--- src/rtl/mul4_arb_pkg.sv ---
// Shared widths and FSM encoding for the two-requester 4x4 multiplier arbiter.
package mul4_arb_pkg;

  localparam int unsigned OP_W = 4;
  localparam int unsigned P_W  = 8;

  typedef enum logic [1:0] {
    IDLE = 2'd0,
    CALC = 2'd1,
    RESP = 2'd2
  } state_e;

endpackage

--- src/rtl/mul4x4.sv ---
// Combinational unsigned 4x4 array multiplier built from ripple full-adder rows.
module mul4x4
  import mul4_arb_pkg::*;
(
  input  logic [OP_W-1:0] m_i,
  input  logic [OP_W-1:0] q_i,
  output logic [P_W-1:0]  p_o
);

  logic [OP_W:0] acc0;

  assign acc0 = {1'b0, m_i & {OP_W{q_i[0]}}};

  // Each row adds the next shifted partial product to the upper bits of the previous row;
  // the row's LSB retires as one product bit.
  for (genvar i = 1; i < OP_W; i++) begin : g_row
    logic [OP_W-1:0] acc_in;
    logic [OP_W-1:0] pp;
    logic [OP_W-1:0] sum;
    logic [OP_W:0]   acc;

    if (i == 1) begin : g_first
      assign acc_in = acc0[OP_W:1];
    end else begin : g_next
      assign acc_in = g_row[i-1].acc[OP_W:1];
    end

    assign pp = m_i & {OP_W{q_i[i]}};

    for (genvar j = 0; j < OP_W; j++) begin : g_fa
      logic a, b, ci, co;
      assign a = acc_in[j];
      assign b = pp[j];
      if (j == 0) begin : g_c0
        assign ci = 1'b0;
      end else begin : g_cn
        assign ci = g_fa[j-1].co;
      end
      assign sum[j] = a ^ b ^ ci;
      assign co     = (a & b) | (ci & (a ^ b));
    end

    assign acc = {g_fa[OP_W-1].co, sum};
  end

  assign p_o = {g_row[3].acc, g_row[2].acc[0], g_row[1].acc[0], acc0[0]};

endmodule

--- src/rtl/mul4_rr_arbiter.sv ---
// Two-requester arbiter in front of a shared 4x4 multiplier: accept, compute, respond.
module mul4_rr_arbiter
  import mul4_arb_pkg::*;
#(
  parameter int unsigned FAIR_RR = 1
) (
  input  logic            clk,
  input  logic            rst_n,
  input  logic            req0_valid,
  output logic            req0_ready,
  input  logic [OP_W-1:0] req0_m,
  input  logic [OP_W-1:0] req0_q,
  input  logic            req1_valid,
  output logic            req1_ready,
  input  logic [OP_W-1:0] req1_m,
  input  logic [OP_W-1:0] req1_q,
  output logic            rsp0_valid,
  input  logic            rsp0_ready,
  output logic [P_W-1:0]  rsp0_p,
  output logic            rsp1_valid,
  input  logic            rsp1_ready,
  output logic [P_W-1:0]  rsp1_p,
  output logic            busy
);

  state_e          state_q, state_d;
  logic [OP_W-1:0] m_q, m_d, q_q, q_d;
  logic [P_W-1:0]  prod_q, prod_d, mul_p;
  logic            owner_q, owner_d;
  logic            last_q, last_d;
  logic            winner;

  // Returns the requester ID to grant; on a tie, round-robin favours the one not last served.
  function automatic logic pick_winner(input logic v0, input logic v1, input logic last,
                                       input logic fair);
    if (v0 && v1) return fair ? ~last : 1'b0;
    return v1;
  endfunction

  assign winner = pick_winner(req0_valid, req1_valid, last_q, FAIR_RR != 0);

  mul4x4 u_mul (
    .m_i (m_q),
    .q_i (q_q),
    .p_o (mul_p)
  );

  always_comb begin
    state_d    = state_q;
    m_d        = m_q;
    q_d        = q_q;
    prod_d     = prod_q;
    owner_d    = owner_q;
    last_d     = last_q;
    req0_ready = 1'b0;
    req1_ready = 1'b0;
    rsp0_valid = 1'b0;
    rsp1_valid = 1'b0;
    rsp0_p     = '0;
    rsp1_p     = '0;
    unique case (state_q)
      IDLE: begin
        // Ready is gated by reset so no handshake is ever advertised while in reset.
        if (rst_n && (req0_valid || req1_valid)) begin
          req0_ready = ~winner;
          req1_ready = winner;
          m_d        = winner ? req1_m : req0_m;
          q_d        = winner ? req1_q : req0_q;
          owner_d    = winner;
          state_d    = CALC;
        end
      end
      CALC: begin
        prod_d  = mul_p;
        state_d = RESP;
      end
      RESP: begin
        rsp0_valid = ~owner_q;
        rsp1_valid = owner_q;
        if (owner_q) rsp1_p = prod_q;
        else         rsp0_p = prod_q;
        if (owner_q ? rsp1_ready : rsp0_ready) begin
          state_d = IDLE;
          if (FAIR_RR != 0) last_d = owner_q;
        end
      end
      default: state_d = IDLE;
    endcase
  end

  assign busy = (state_q != IDLE);

  always_ff @(posedge clk) begin
    if (!rst_n) begin
      state_q <= IDLE;
      m_q     <= '0;
      q_q     <= '0;
      prod_q  <= '0;
      owner_q <= 1'b0;
      last_q  <= 1'b1;
    end else begin
      state_q <= state_d;
      m_q     <= m_d;
      q_q     <= q_d;
      prod_q  <= prod_d;
      owner_q <= owner_d;
      last_q  <= last_d;
    end
  end

endmodule

--- config.mk ---
export PLATFORM = sky130hd
export DESIGN_NAME = mul4_rr_arbiter
export DESIGN_NICKNAME = d
export VERILOG_FILES = /design/src/rtl/mul4_arb_pkg.sv /design/src/rtl/mul4x4.sv /design/src/rtl/mul4_rr_arbiter.sv
export SDC_FILE = /design/constraint.sdc
export NUM_CORES = 1
export LEC_CHECK = 0
export ABC_AREA = 1
export ABC_CLOCK_PERIOD_IN_PS = 5600
export BUFFER_PORTS_ARGS = -buffer_cell sky130_fd_sc_hd__buf_2
export CAP_MARGIN = 20
export CORE_MARGIN = 2
export CORE_UTILIZATION = 50
export CTS_BUF_LIST = sky130_fd_sc_hd__clkbuf_4 sky130_fd_sc_hd__clkbuf_8 sky130_fd_sc_hd__clkbuf_16
export DETAILED_ROUTE_END_ITERATION = 8
export MAX_ROUTING_LAYER = met4
export PLACE_DENSITY = 0.79
export SETUP_SLACK_MARGIN = 0.05
export SYNTH_ARGS = -nofsm -noshare
export SYNTH_HDL_FRONTEND = slang
export SYNTH_SLANG_ARGS = --single-unit
export TNS_END_PERCENT = 100
--- constraint.sdc ---
create_clock -name clk -period 5.6 [get_ports clk]
set_input_delay 0.56 -clock clk [delete_from_list [all_inputs] [get_ports clk]]
set_output_delay 0.56 -clock clk [all_outputs]
set_load 0.02 [all_outputs]
==> impl_metrics.py, run 1 <==
metrics = {
    "clock_network": {
        "holdBufCountCts": 0,
        "insertion_delay_ps": 300,
        "path_clk_slew_ps": 120,
        "cts_tree": "yes",
        "cts_setup_buffers": 0,
        "h-tree-depth": 1,
        "cts_inserted_buffers": 3,
        "ctsResizeCount": 0,
        "clock-sinks": 20,
        "clock_path_buffers": 2,
        "clockRootBuffer": "clkbuf_4",
    },
    "global_route": {
        "grt_usage": 0.210,
        "grt_pass1_vias": 1104,
        "antenna_found_initial": 0,
        "grt_max_degree": 12,
        "grt_overflow": 0,
        "grt_pass1_wl_mm": 4.53,
    },
    "synthesis": {
        "syn_area_um2": 1290,
        "synthMuxAreaShare": 0,
        "syn_inst": 185,
        "yosys.area_share.simple": 0.307,
        "syn_area_per_cell_um2": 6.96,
        "ys_types": 21,
        "synth_adder_area_share": 0.163,
        "synth_seq_cells": 20,
        "synth-warning-count": 0,
        "synth_top_family_by_area": "simple AND/OR/NAND/NOR gates",
        "synth_xor_area_frac": 0,
        "ys_seq_area_frac": 0.311,
        "synth-compound-area-share": 0.116,
        "synth_nets": 219,
    },
    "worst_setup_path": {
        "ff2ff_path_depth": 14,
        "startpoint": "q_q[0]$_SDFFE_PN0P_",
        "r2r-end": "prod_q[6]$_SDFFE_PN0N_",
        "cp-endpoint": "prod_q[6]$_SDFFE_PN0N_",
        "critPathRequiredTime_ps": 5800,
        "start_kind": "register",
        "cp.arrival_ps": 4290,
        "end_kind": "register",
        "crit_type": "reg -> reg",
        "r2r_start": "q_q[0]$_SDFFE_PN0P_",
        "r2r_setup_slack_ps": 1520,
        "cp_max_fo": 5,
    },
    "final_layout": {
        "diodes": 0,
        "nNetsFinal": 263,
        "drive_gt1_frac": 0.259,
        "final_cells": 258,
        "area_delta_synth_final_pct": 20.8,
        "design_area_um2": 1560,
    },
    "detailed_routing": {
        "via_per_inst": 4.84,
        "post_drt_wl_per_cell_um": 10.2,
        "route.detailed.drc": 0,
        "num_vias": 1250,
        "routed_wl_mm": 2.62,
        "dr.pass1.iters": 5,
        "first_iter_violations": 21,
        "ant_nets": 0,
    },
    "timing": {
        "finalClockSkew_ps": 1.83,
        "final_hold_viol_count": 0,
        "min_period_over_period": 0.729,
        "fin_crit_ps": 4080,
        "fin_tns_setup_ps": 0,
        "relSlewSlack": 0.788,
        "rsz0062_at_grt": "false",
        "fmax_mhz": 245,
        "setup_viol": 0,
        "slew_viol_final": 0,
        "worstMarginPinSlew_ps": 317,
        "hold_ws_ps": 486,
    },
    "power_and_ir_drop": {
        "powerDensity_nw_per_um2": 203,
        "finalPower_uw": 316,
        "ir_drop_uv": 121,
        "power_leakage_uw": 0.000835,
    },
    "die": {
        "die_width_um": 54.7,
        "core_area_um2": 2450,
        "die_h_um": 54.7,
        "die-area_um2": 3000,
        "ioPinCount": 43,
        "initial_core_util": 0.524,
        "rows": 18,
    },
    "placed_design": {
        "place_inst": 254,
        "gp_congestion": 0.741,
        "hpwl_mm": 2.16,
        "numPortBuffers": 42,
        "dpl_cell_area_um2": 1520,
    },
    "flow_run": {
        "maxCapViolations": 0,
    },
    "worst_hold_path": {
        "worstHoldPathType": "reg -> reg",
    },
    "run_status": {
        "status": "finished, final reports clean",
    },
}
## power by group
| part | switching, µW | leakage, µW | total [µW] | internal (µW) |
|---|---|---|---|---|
| clock network | 46.1 | 0.0000210 | 85.7 | 39.6 |
| registers | 9.89 | 0.000164 | 164 | 154 |
| logic | 42.3 | 0.000650 | 66.1 | 23.8 |
| total | 98.2 | 0.000835 | 316 | 217 |
## cell usage in the layout, fill, tap and decap left out
cell type and instances:
nand2_4 1, clkbuf_8 1, inv_2 1, fa_1 8, dfxtp_1 20, o21ai_1 5
nand2_2 6, clkbuf_4 3, o21ai_0 3, nor2_2 2, nor2_1 19, inv_1 30
a21oi_1 17, nor2_4 2, buf_2 42, a21oi_2 1, a211oi_1 1, nand3_1 9
nand2_1 52, o211ai_1 1, ha_1 4
## cells in the mapped netlist, drive strengths merged
cell type | number | area share
nand3 | 9 | 0.035
clkbuf | 2 | 0.0087
buf | 1 | 0.0039
o211ai | 1 | 0.0058
o21ai | 8 | 0.031
a211oi | 1 | 0.0058
nand2 | 59 | 0.19
dfxtp | 20 | 0.31
nor2 | 23 | 0.083
a21oi | 18 | 0.073
fa | 8 | 0.12
ha | 4 | 0.039
inv | 31 | 0.090
## worst min-delay path by stage
stage / slack [ps] / cells past startpoint / to / from
6_report: 490 / 2 / prod_q[1]$_SDFFE_PN0N_ / prod_q[1]$_SDFFE_PN0N_
5_1_grt: 500 / 2 / prod_q[2]$_SDFFE_PN0N_ / prod_q[2]$_SDFFE_PN0N_
4_1_cts: 490 / 2 / prod_q[2]$_SDFFE_PN0N_ / prod_q[2]$_SDFFE_PN0N_
3_5_place_dp: 470 / 2 / prod_q[2]$_SDFFE_PN0N_ / prod_q[2]$_SDFFE_PN0N_
3_3_place_gp: 460 / 2 / prod_q[2]$_SDFFE_PN0N_ / prod_q[2]$_SDFFE_PN0N_
2_1_floorplan: 450 / 2 / prod_q[1]$_SDFFE_PN0N_ / prod_q[1]$_SDFFE_PN0N_
## sequential cells by signal, indices dropped and copies added (netlist names)
signal / count
owner_q: 1
m_q: 4
q_q: 4
last_q: 1
prod_q: 8
state_q: 2
## logic make-up after synthesis
logic type / after synthesis
and+or+nand+nor: 91
buffers and inverters: 34
AOI/OAI and AO/OA: 28
DFF: 20
adders and majority gates: 12
## stage by stage
step	setup WS, ps	util
floorplan	1680	-
global placement	1620	0.619
detailed placement	1510	0.619
CTS	1500	0.634
global route	1330	0.634
finish	1520	0.634
## layer usage
metal  global-route usage  share of wire  wire, µm  up-vias
li1                     -              -         -      655
met1                0.246           0.45      1180      546
met4               0.0500         0.0015         4        0
met2                0.379           0.49      1280       47
met5                    -              0         0        -
met3               0.0246          0.063       166        2
## final cells by class
type,count,area [µm²]
repair buffers,42,210
inverters,31,116
well taps,30,37.5
fillers,244,900
clock buffers,4,36.3
multi-input cells,131,754
flip-flops and latches,20,400
## worst max-delay path: stages, from the launching register on
cell and delay (ps):
dfxtp_1 410, nand2_1 70, inv_1 60, ha_1 130, inv_1 40, fa_1 370
fa_1 480, inv_1 50, fa_1 430, fa_1 390, fa_1 490, inv_1 50
fa_1 430, fa_1 500, a21oi_1 60
Note: power is estimated with default switching activity, not from simulation.
==> run 2: changes to the inputs <==
--- a/config.mk
+++ b/config.mk
@@ -5,16 +5,17 @@
 export SDC_FILE = /design/constraint.sdc
 export NUM_CORES = 1
 export LEC_CHECK = 0
-export ABC_AREA = 1
-export ABC_CLOCK_PERIOD_IN_PS = 5600
+export ABC_AREA = 0
+export ABC_CLOCK_PERIOD_IN_PS = 3560
 export BUFFER_PORTS_ARGS = -buffer_cell sky130_fd_sc_hd__buf_2
 export CAP_MARGIN = 20
+export CORE_ASPECT_RATIO = 2
 export CORE_MARGIN = 2
-export CORE_UTILIZATION = 50
+export CORE_UTILIZATION = 45
 export CTS_BUF_LIST = sky130_fd_sc_hd__clkbuf_4 sky130_fd_sc_hd__clkbuf_8 sky130_fd_sc_hd__clkbuf_16
 export DETAILED_ROUTE_END_ITERATION = 8
 export MAX_ROUTING_LAYER = met4
-export PLACE_DENSITY = 0.79
+export PLACE_DENSITY = 0.75
 export SETUP_SLACK_MARGIN = 0.05
 export SYNTH_ARGS = -nofsm -noshare
 export SYNTH_HDL_FRONTEND = slang
==> constraint.sdc (replaced) <==
create_clock -name clk -period 3.56 [get_ports clk]
set_input_delay 0.356 -clock clk [delete_from_list [all_inputs] [get_ports clk]]
set_output_delay 0.356 -clock clk [all_outputs]
set_load 0.02 [all_outputs]
==> run 2 against run 1 <==
Compared with the run above: the run now ends with negative setup slack left; sequential power up 59%; worst setup slack worse by 1800 ps; largest power group unchanged; total power up 93%.
==> impl_metrics.py, run 2 <==
metrics = {
    "global_route": {
        "grt_pass1_vias": 1111,
        "grt_pass1_wl_mm": 4.97,
        "grt_usage": 0.191,
        "antenna_found_initial": 0,
        "grt_max_degree": 19,
        "grt_overflow": 0,
    },
    "synthesis": {
        "yosys.area.top_type": "dfxtp_1",
        "ys_seq_area_frac": 0.305,
        "synthTopCellsByArea": "dfxtp_1 (31%), fa_1 (12%), and2_1 (8.1%), nand2_1 (6.9%), a311oi_1 (5.3%)",
        "synthMostInstantiatedCell": "nand2_1",
        "ys_async_sr_fraction": 0,
        "syn_area_per_cell_um2": 8.57,
        "syn_area_um2": 1310,
        "synth_top_area_share": 0.305,
        "synth_nets": 187,
        "synth_edf_count": 0,
        "syn_inst": 153,
        "synth_seq_cells": 20,
        "synth_top_flop_cell": "dfxtp_1",
        "synth_commonest_cells": "nand2_1 (24), dfxtp_1 (20), and2_1 (17), a21oi_1 (13)",
        "synth-warning-count": 0,
        "ys_types": 30,
    },
    "final_layout": {
        "drive_gt1_frac": 0.393,
        "area.sequential_um2": 405,
        "layout_common_cells": "buf_2 (42), nand2_1 (24), dfxtp_1 (16)",
        "reg_top3": "prod_q (8), m_q (4), q_q (4)",
        "design_area_um2": 1660,
        "layout_commonest_cell": "buf_2",
        "multiInputGateArea_um2": 852,
        "diodes": 0,
        "largest_reg_flops": 8,
        "area_delta_synth_final_pct": 26.7,
        "fillCellCount": 262,
        "nNetsFinal": 231,
        "final_cells": 225,
        "largest-register": "prod_q",
    },
    "clock_network": {
        "cts_setup_buffers": 0,
        "cts_tree": "yes",
        "insertion_delay_ps": 260,
        "cts_inserted_buffers": 3,
        "clock_path_buffers": 2,
        "clock-sinks": 20,
        "holdBufCountCts": 0,
        "h-tree-depth": 1,
        "path_clk_slew_ps": 70,
        "clockRootBuffer": "clkbuf_8",
    },
    "detailed_routing": {
        "ant_nets": 0,
        "dr.pass1.iters": 4,
        "post_drt_wl_per_cell_um": 12.5,
        "route.detailed.drc": 0,
        "routed_wl_mm": 2.82,
        "via_per_inst": 5.30,
        "first_iter_violations": 29,
        "num_vias": 1192,
    },
    "timing": {
        "fmax_mhz": 260,
        "finalClockSkew_ps": 3.60,
        "fin_ws_ps": -292,
        "setup_viol": 2,
        "worstMarginPinSlew_ps": 654,
        "min_period_over_period": 1.08,
        "fin_crit_ps": 3850,
        "rsz0062_at_grt": "true",
        "slew_viol_final": 0,
        "final_hold_viol_count": 0,
        "relSlewSlack": 0.562,
    },
    "placed_design": {
        "dpl_cell_area_um2": 1560,
        "pre_cts_slack_ps": -326,
        "numPortBuffers": 42,
        "place_inst": 220,
        "hpwl_mm": 2.21,
        "gp_congestion": 0.890,
    },
    "worst_setup_path": {
        "cpMostUsedCell": "fa_2",
        "crit_chain": "and2_4 > ha_4 > inv_2 > fa_2 > fa_1 > inv_1 > fa_2 > fa_2 > inv_2 > fa_2 > fa_2 > fa_2 > a211oi_2",
        "end_kind": "register",
        "start_kind": "register",
        "crit_type": "reg -> reg",
        "critPathRequiredTime_ps": 3690,
        "cp_max_fo": 2,
        "cp.arrival_ps": 3980,
        "ff2ff_path_depth": 13,
        "critPathMaxStageDelay_ps": 550,
        "slowest_stage": "fa_2",
    },
    "die": {
        "ioPinCount": 43,
        "die-area_um2": 3390,
        "initial_core_util": 0.473,
        "rows": 27,
        "die_h_um": 80.3,
        "core_area_um2": 2770,
        "die_width_um": 42.2,
    },
    "power_and_ir_drop": {
        "power_leakage_uw": 0.000799,
        "ir_drop_uv": 236,
        "powerDensity_nw_per_um2": 367,
    },
    "worst_hold_path": {
        "hold_depth": 2,
        "worstHoldPathType": "in -> reg",
    },
    "run_status": {
        "violations": "negative setup slack",
        "status": "finished, violations left",
    },
    "flow_run": {
        "maxCapViolations": 0,
    },
}
-- run 2: path summary, 6_finish.rpt --
path	from	to	slack, ps
min reg2reg	prod_q[0]$_SDFFE_PN0N_	prod_q[0]$_SDFFE_PN0N_	480
max reg2reg	m_q[1]$_SDFFE_PN0P_	prod_q[6]$_SDFFE_PN0N_	-290
max	m_q[1]$_SDFFE_PN0P_	prod_q[6]$_SDFFE_PN0N_	-290
min	rst_n	last_q$_SDFFE_PN1P_	300
-- run 2: metal layers --
metal | wire [µm] | part of all wire | vias up | global-route usage
li1 | - | - | 597 | -
met4 | 42 | 0.015 | 0 | 0.0594
met5 | 0 | 0 | - | -
met1 | 1070 | 0.38 | 545 | 0.198
met3 | 128 | 0.045 | 7 | 0.0270
met2 | 1570 | 0.56 | 43 | 0.362
-- run 2: cell families after synthesis --
group / share of synthesized area
compound gates: 0.169
fa+ha+maj: 0.160
buf+inv: 0.0696
flops: 0.305
mux: 0.0305
simple gates: 0.265
-- run 2: where the power goes --
group          total, µW  internal, µW  switching, µW
Sequential           261           244           17.4
Clock                225           150           75.1
Combinational        124          54.5           69.0
-- run 2: critical path: cells and delay by family, from the launching register on --
kind / cells / cell delay [ps]
AOI/OAI and AO/OA: 1 / 50
DFF: 1 / 340
adders and majority gates: 8 / 3070
and+or+nand+nor: 1 / 150
buffers and inverters: 3 / 120
-- run 2: final cells by class --
cell class                      instances  area share
Clock buffer                            3      0.0248
Clock inverter                          1      0.0181
Inverter                               11      0.0248
Multi-Input combinational cell        113       0.513
Sequential cell                        20       0.244
Tap cell                               29      0.0218
Timing Repair Buffer                   48       0.154
-- run 2: through the flow --
| step | total power [µW] | utilization | setup TNS (ps) | hold slack (ps) |
|---|---|---|---|---|
| 4_1_cts | 613 | 0.596 | -544 | 300 |
| 3_5_place_dp | 386 | 0.564 | -564 | 470 |
| 2_1_floorplan | 348 | - | -331 | 432 |
| 5_1_grt | 641 | 0.600 | -659 | 298 |
| 3_3_place_gp | 380 | 0.564 | -421 | 464 |
| 6_report | 610 | 0.600 | -471 | 299 |
-- run 2: timing repair --
item	CTS	global route
gates resized for setup	6	1
cloned	0	0
endpoints found under the setup margin	3	3
pin swaps	5	1
